File: src/rtl/addtree_pkg.sv
// rtl/addtree_pkg.sv - shared width, state encoding and constants for the add-tree accumulator
package addtree_pkg;

    localparam int ADDTREE_W = 64;

    localparam logic [ADDTREE_W-1:0] ADDTREE_ONES = '1;

    typedef enum logic {
        ST_ACC  = 1'b0,
        ST_DONE = 1'b1
    } acc_state_e;

endpackage

File: src/rtl/addtree_acc_add.sv
// rtl/addtree_acc_add.sv - W-bit group adder returning {sum, sat}
// Saturating when ADDTREE_ACC_SAT_EN is defined, modulo 2^W otherwise.
module addtree_acc_add
    import addtree_pkg::*;
#(
    parameter int W = ADDTREE_W
) (
    input  logic [W-1:0] a,
    input  logic [W-1:0] b,
    output logic [W-1:0] sum,
    output logic         sat
);

`ifdef ADDTREE_ACC_SAT_EN
    logic [W:0] full;

    assign full = {1'b0, a} + {1'b0, b};
    assign sum  = full[W] ? {W{1'b1}} : full[W-1:0];
    assign sat  = full[W];
`else
    assign sum = a + b;
    assign sat = 1'b0;
`endif

endmodule

File: src/rtl/addtree_accum.sv
// rtl/addtree_accum.sv - reduces each group of N add-tree sums into one W-bit total
// Optional saturating arithmetic via ADDTREE_ACC_SAT_EN; out_sat reads 0 when it is undefined.
module addtree_accum
    import addtree_pkg::*;
#(
    parameter int W  = ADDTREE_W,
    parameter int N  = 8,
    parameter int CW = $clog2(N)
) (
    input  logic         clk,
    input  logic         reset,
    input  logic         in_valid,
    output logic         in_ready,
    input  logic [W-1:0] in_data,
    output logic         out_valid,
    input  logic         out_ready,
    output logic [W-1:0] out_data,
    output logic         out_sat
);

    acc_state_e    state_q, state_d;
    logic [CW-1:0] cnt_q, cnt_d;
    logic [W-1:0]  acc_q, acc_d;
    logic          sat_q, sat_d;
    logic [W-1:0]  out_data_q, out_data_d;
    logic          out_sat_q, out_sat_d;

    logic [W-1:0]  add_a;
    logic [W-1:0]  add_sum;
    logic          add_sat;

    // The first beat of a group starts from zero so stale acc/sat never leak in.
    assign add_a = (cnt_q == '0) ? '0 : acc_q;

    addtree_acc_add #(.W(W)) u_add (
        .a   (add_a),
        .b   (in_data),
        .sum (add_sum),
        .sat (add_sat)
    );

    always_comb begin
        state_d    = state_q;
        cnt_d      = cnt_q;
        acc_d      = acc_q;
        sat_d      = sat_q;
        out_data_d = out_data_q;
        out_sat_d  = out_sat_q;
        in_ready   = 1'b0;
        out_valid  = 1'b0;

        case (state_q)
            ST_ACC: begin
                in_ready = 1'b1;
                if (in_valid) begin
                    acc_d = add_sum;
                    sat_d = ((cnt_q == '0) ? 1'b0 : sat_q) | add_sat;
                    if (cnt_q == CW'(N - 1)) begin
                        cnt_d      = '0;
                        out_data_d = add_sum;
                        out_sat_d  = sat_d;
                        state_d    = ST_DONE;
                    end else begin
                        cnt_d = cnt_q + 1'b1;
                    end
                end
            end
            ST_DONE: begin
                out_valid = 1'b1;
                if (out_ready) begin
                    state_d = ST_ACC;
                    acc_d   = '0;
                    sat_d   = 1'b0;
                end
            end
            default: state_d = ST_ACC;
        endcase
    end

    always_ff @(posedge clk or negedge reset) begin
        if (!reset) begin
            state_q    <= ST_ACC;
            cnt_q      <= '0;
            acc_q      <= '0;
            sat_q      <= 1'b0;
            out_data_q <= '0;
            out_sat_q  <= 1'b0;
        end else begin
            state_q    <= state_d;
            cnt_q      <= cnt_d;
            acc_q      <= acc_d;
            sat_q      <= sat_d;
            out_data_q <= out_data_d;
            out_sat_q  <= out_sat_d;
        end
    end

    assign out_data = out_data_q;
    assign out_sat  = out_sat_q;

endmodule

File: config.mk
export PLATFORM = sky130hd
export DESIGN_NAME = addtree_accum
export DESIGN_NICKNAME = d
export VERILOG_FILES = /design/src/rtl/addtree_pkg.sv /design/src/rtl/addtree_acc_add.sv /design/src/rtl/addtree_accum.sv
export SDC_FILE = /design/constraint.sdc
export NUM_CORES = 1
export LEC_CHECK = 0
export CAP_MARGIN = 20
export CORE_ASPECT_RATIO = 1.75
export CORE_MARGIN = 4
export CORE_UTILIZATION = 30
export CTS_CLUSTER_SIZE = 20
export DETAILED_ROUTE_END_ITERATION = 10
export PLACE_DENSITY = 0.53
export SYNTH_ARGS = -nofsm -noshare
export SYNTH_HDL_FRONTEND = slang
export SYNTH_SLANG_ARGS = --single-unit
File: constraint.sdc
create_clock -name clk -period 7.9 [get_ports clk]
set_input_delay 1.58 -clock clk [delete_from_list [all_inputs] [get_ports clk]]
set_output_delay 1.58 -clock clk [all_outputs]
set_load 0.02 [all_outputs]
After elaboration in Yosys (flattened, before gate mapping) --
Cells that the tools add are included.
Operators by class: mux-type cells 15, bitwise logic cells 1, $add $sub $neg 2, reduce and logical (&&, ||, !) cells 4, equality and inequality tests 3
Operators by type and width (number):
- two-way mux 64 bit | 3
- one-hot mux 64 bit (2 select lines) | 1
- adder 64 bit | 1
- two-way mux 1 bit | 8
- != test 2 bit (second input constant) | 2
- one-hot mux 1 bit (2 select lines) | 2
- AND reduction 2 bit | 2
- adder 3 x 1 -> 3 bit (second input constant) | 1
- equality test 3 bit (second input constant) | 1
- zero test 3 bit | 1
- two-way mux 3 bit | 1
- AND reduction 3 bit | 1
- inverter 1 bit | 1
Storage, ports and cells: logic and storage cells 31, input port bits 68, output and inout bits 67, flip-flop bits (word level) 134

Longest topological paths before layout --
depth in word-level cells 5, mapped depth 18, gate-level depth less buffers 17

Cells and area by module --
Synthesis repeated with hierarchy kept, for this count alone.
Unflattened totals: cell total of the unflattened synthesis 973, area total of the unflattened synthesis 9485.3 um^2
By module, submodules not included:
- addtree_accum | times used 1, cells an instance 377, area each 5550.3 um^2, sequential area each 3353.2 um^2
- addtree_acc_add | times used 1, cells an instance 596, area each 3935.0 um^2, sequential area each 0.0 um^2

Worst setup path before layout --
OpenSTA, ideal clock, no wires.
kind input port to flip-flop, start point input port in_data[0], end point register acc_q[56], path buffers 0, slack 3.820 ns, setup time 0.083 ns, required time 7.817 ns, cell stages on the path 13, arrival 3.997 ns, cell sequence ha_1 inv_1 fa_1 nor2b_1 o2111ai_1 a21oi_1 o21bai_1 a2111oi_2 o21bai_1 a2111oi_0 nor3_1 xor2_1 o21ai_0
On the way: longest elaborated chain between the ends 3
RTL lines:
- from (decl) | line addtree_accum.sv:14 | input logic [W-1:0] in_data,
- adder 64 bit | line addtree_acc_add.sv:21 | assign sum = a + b;
- two-way mux 64 bit | line addtree_accum.sv:55 | if (in_valid) begin
- one-hot mux 64 bit (2 select lines) | line addtree_accum.sv:52 | case (state_q)
- to (signal assigned) | line addtree_accum.sv:84 | acc_q <= '0;
- to (signal assigned) | line addtree_accum.sv:91 | acc_q <= acc_d;
- to (decl) | line addtree_accum.sv:23 | logic [W-1:0] acc_q, acc_d;
Every way passes these cells. The select of a mux whose other input is x is not followed. A chain may end at the register's enable or synchronous reset.

Worst setup path in the final report --
start point input port in_data[0], end point register acc_q[36]
The elaborated chain is that of the path after synthesis.

==> results.md <==
* Synth async-reset ratio at 100%
* DR pass1 iterations at 5
* Most Frequent Cell on Critical Path: a21oi_1
* Post-DP HPWL at 21.1 mm
* EDFF count, synth at 0
* Clock Path Buffers at 2
* Tightest Pin Transition at 856 ps
* Critical Path Source Type: input pin
* Max_slew headroom at 42.9%
* Drt wl/cell at 18.6 µm
* Setup Crit Path Kind: in -> reg
* Most frequent cells in the layout: dfrtp_1, clkdlybuf4s50_1, nand2_1
* Net count after synthesis at 1160
* Antenna-violating nets left at 0
* Most common cell after layout, fill and taps aside: dfrtp_1
* Netlist cell types at 64
* CTS tree: built
* Die footprint at 33400 µm²
* Fin. Hold Viols at 0
* Min cycle time layout at 4700 ps
* Total track usage at 17.4%
* RSZ-0062 raised after global routing: false
* Seq/Total Area, Yosys at 36.7%
* Die Y at 239 µm
* Cts hold-fix bufs at 0
* Data required time of the worst path at 8190 ps
* Grt total ovfl at 0
* Post-Place Cell Area at 10800 µm²
* Gpl congestion at 0.914
* Final Skew at 10.2 ps
* Row count at 84
* Hold Path Class: reg -> reg
* Period utilization at 59.5%
* Port Buffer Count at 134
* Die span in x at 140 µm
* Max Transition Viols Final at 0
* Initial Utilization at 30.4%
* # fillers at 3118
* Via Count at 7857
* Final Non-Filler Cells at 1523
* #FFs+latches synth at 134
* Crit path largest cell delay at 520 ps
* DR vias/cell at 5.16
* WL final at 28.3 mm
* First-pass GRT wire length at 45.5 mm
* Register area at 3350 µm²
* Clock share of power at 16.4%
* I/O pin cnt at 135
* Synthesis Warnings at 0
* Flop pwr share at 21.7%
* Avg Inst Size Synth at 8.91 µm²
* Root Driver: clkbuf_16
* Total CTS buffers at 17
* CP bufs+invs at 2
* H-tree levels at 4
* Internal at 3.01 mW
* Status: finished, final reports clean
* Setup violations, final at 0
* Worst Setup End Kind: flop
* Highest Clock Rate at 0.213 GHz
* R2r setup slk at 3300 ps
* DR iter-0 viols at 311
* Multi-input combinational cell area at 5480 µm²
* Top FF cell, synth: dfrtp_1
* Layout cells sized above 1 at 8.11%
* Max FO, Critical Path at 3
* Syn Inst Count at 1025
* Peak supply drop at 0.181 mV
* DRC at 0
* Post-Place Worst Slack at 2650 ps
* Worst EP arrival at 5000 ps
* Fin area at 11400 µm²
* Sequence of cells on the critical path: clkdlybuf4s50_1 > ha_1 > inv_1 > fa_1 > nor2b_1 > o2111ai_1 > a21oi_1 > o21bai_1 > a2111oi_2 > nor2_1 > o21ai_1 > a21oi_1 > xor2_1 > o21ai_0
* Share of power burned in combinational logic at 62.0%
* Initial antenna violation count at 1
* Final worst slack at 3200 ps
* Placed insts at 1491
* Area growth syn-to-layout at 25.2%
* Clock latency on the worst-skew pair at 450 ps
* Psw at 2.46 mW
* Synthesized area at 9140 µm²
* Core area at 30100 µm²
* Final core occ at 38.1%
* Largest net degree at the start of global routing at 85
* Number of max-cap violations at 0
* PostCTS Resize Cnt at 0
* CTS sink cnt at 134
* Pwr/cell area at 478 nW/µm²
* Slowest stage cell, crit path: a2111oi_2
* Critical path's top delay family: compound AO/OA/AOI/OAI gates
* Sw Share at 44.9%
* Vias in the first global route at 8371
* Worst-path clk slew at 60 ps
* Setup TNS at 0 ps
* Leakage at 5.18 nW
* Fin nets at 1258
* Setup bufs post-CTS at 0
per-stage QoR:
| stage | hold WS [ps] | total power, mW |
|---|---|---|
| after global routing | 488 | 5.93 |
| after CTS | 476 | 5.53 |
| after detailed placement | 462 | 4.60 |
| after floorplan | 440 | 3.53 |
| after global placement | 453 | 4.59 |
| final | 470 | 5.47 |
layer usage:
metal	up-vias	routed length, µm	GRT usage [%]
met5	-	0	0
met3	39	854	3.06
met4	0	743	6.64
met2	157	15800	33.3
met1	3790	10900	18.7
li1	3871	-	-
power by group through the flow:
| stage | combinational (mW) | clock (mW) | sequential, mW |
|---|---|---|---|
| floorplan | 2.17 | 0 | 1.35 |
| global placement | 3.39 | 0 | 1.19 |
| detailed placement | 3.41 | 0 | 1.20 |
| CTS | 3.43 | 0.917 | 1.19 |
| global route | 3.76 | 0.942 | 1.23 |
| finish | 3.39 | 0.895 | 1.18 |
state kept, by name, summed over array words and instances, names as in the netlist:
register,count
cnt_q,3
sat_q,1
state_q,1
acc_q,64
out_sat,1
out_data,64
cells in the mapped netlist (4+ instances only):
| cell | count | area share [%] |
|---|---|---|
| o211ai_1 | 7 | 0.58 |
| a31oi_1 | 13 | 0.89 |
| a21oi_1 | 73 | 4.0 |
| nor4_1 | 4 | 0.27 |
| a31o_2 | 4 | 0.38 |
| buf_2 | 11 | 0.60 |
| and4_1 | 4 | 0.38 |
| nand2b_1 | 7 | 0.48 |
| nand3_1 | 15 | 0.82 |
| a211oi_1 | 6 | 0.49 |
| mux2_2 | 28 | 3.5 |
| o21bai_1 | 12 | 0.99 |
| o21ai_0 | 103 | 5.6 |
| xor2_1 | 30 | 2.9 |
| and3_1 | 4 | 0.27 |
| o2111ai_1 | 4 | 0.38 |
| and2_1 | 67 | 4.6 |
| o21a_1 | 5 | 0.41 |
| a22o_1 | 28 | 2.7 |
| dfrtp_1 | 134 | 37 |
| ha_1 | 66 | 9.0 |
| nor3_1 | 9 | 0.49 |
| inv_1 | 24 | 0.99 |
| o21ai_1 | 4 | 0.22 |
| nor2b_1 | 10 | 0.68 |
| xnor2_1 | 31 | 3.0 |
| nand4_1 | 18 | 1.2 |
| nand2_1 | 131 | 5.4 |
| a21o_1 | 46 | 3.8 |
| clkbuf_1 | 47 | 1.9 |
| nor2_1 | 35 | 1.4 |
tightest hold or removal path: stages (launching register included):
cell     delay (ps)
dfrtp_1         330
nand2_1          40
o21ai_0          60
layout make-up:
type                       instances  share of cell area, %
antenna                            1                 0.0219
clock buffer                      24                   4.47
tap                              387                   4.23
sequential                       134                   29.3
inverter                          24                  0.788
timing repair buffer             139                   12.1
clock inverter                     7                   1.23
multi-input combinational        807                   47.9
logic make-up after synthesis:
family,count (synthesis),share of synthesized area [%]
AOI/OAI and AO/OA,333,23.8
xor gates and xnor gates,61,5.85
adders and majority gates,67,9.26
buffers and inverters,84,3.71
DFF,134,36.7
muxes,29,3.56
and+or+nand+nor,317,17.2
path summary, 6_finish.rpt:
kind                                  startpoint                  endpoint  cells after the start
min in group asynchronous                  reset  out_data[34]$_DFFE_PN0P_                      1
setup / recovery                      in_data[0]     acc_q[36]$_DFFE_PN0P_                     14
setup reg to reg            cnt_q[0]$_DFFE_PN0P_     acc_q[63]$_DFFE_PN0P_                     15
hold / removal             acc_q[47]$_DFFE_PN0P_     acc_q[47]$_DFFE_PN0P_                      2
hold reg to reg            acc_q[47]$_DFFE_PN0P_     acc_q[47]$_DFFE_PN0P_                      2
max in group asynchronous                  reset   out_data[7]$_DFFE_PN0P_                      2
No activity file was read; power rests on OpenSTA's default activity.
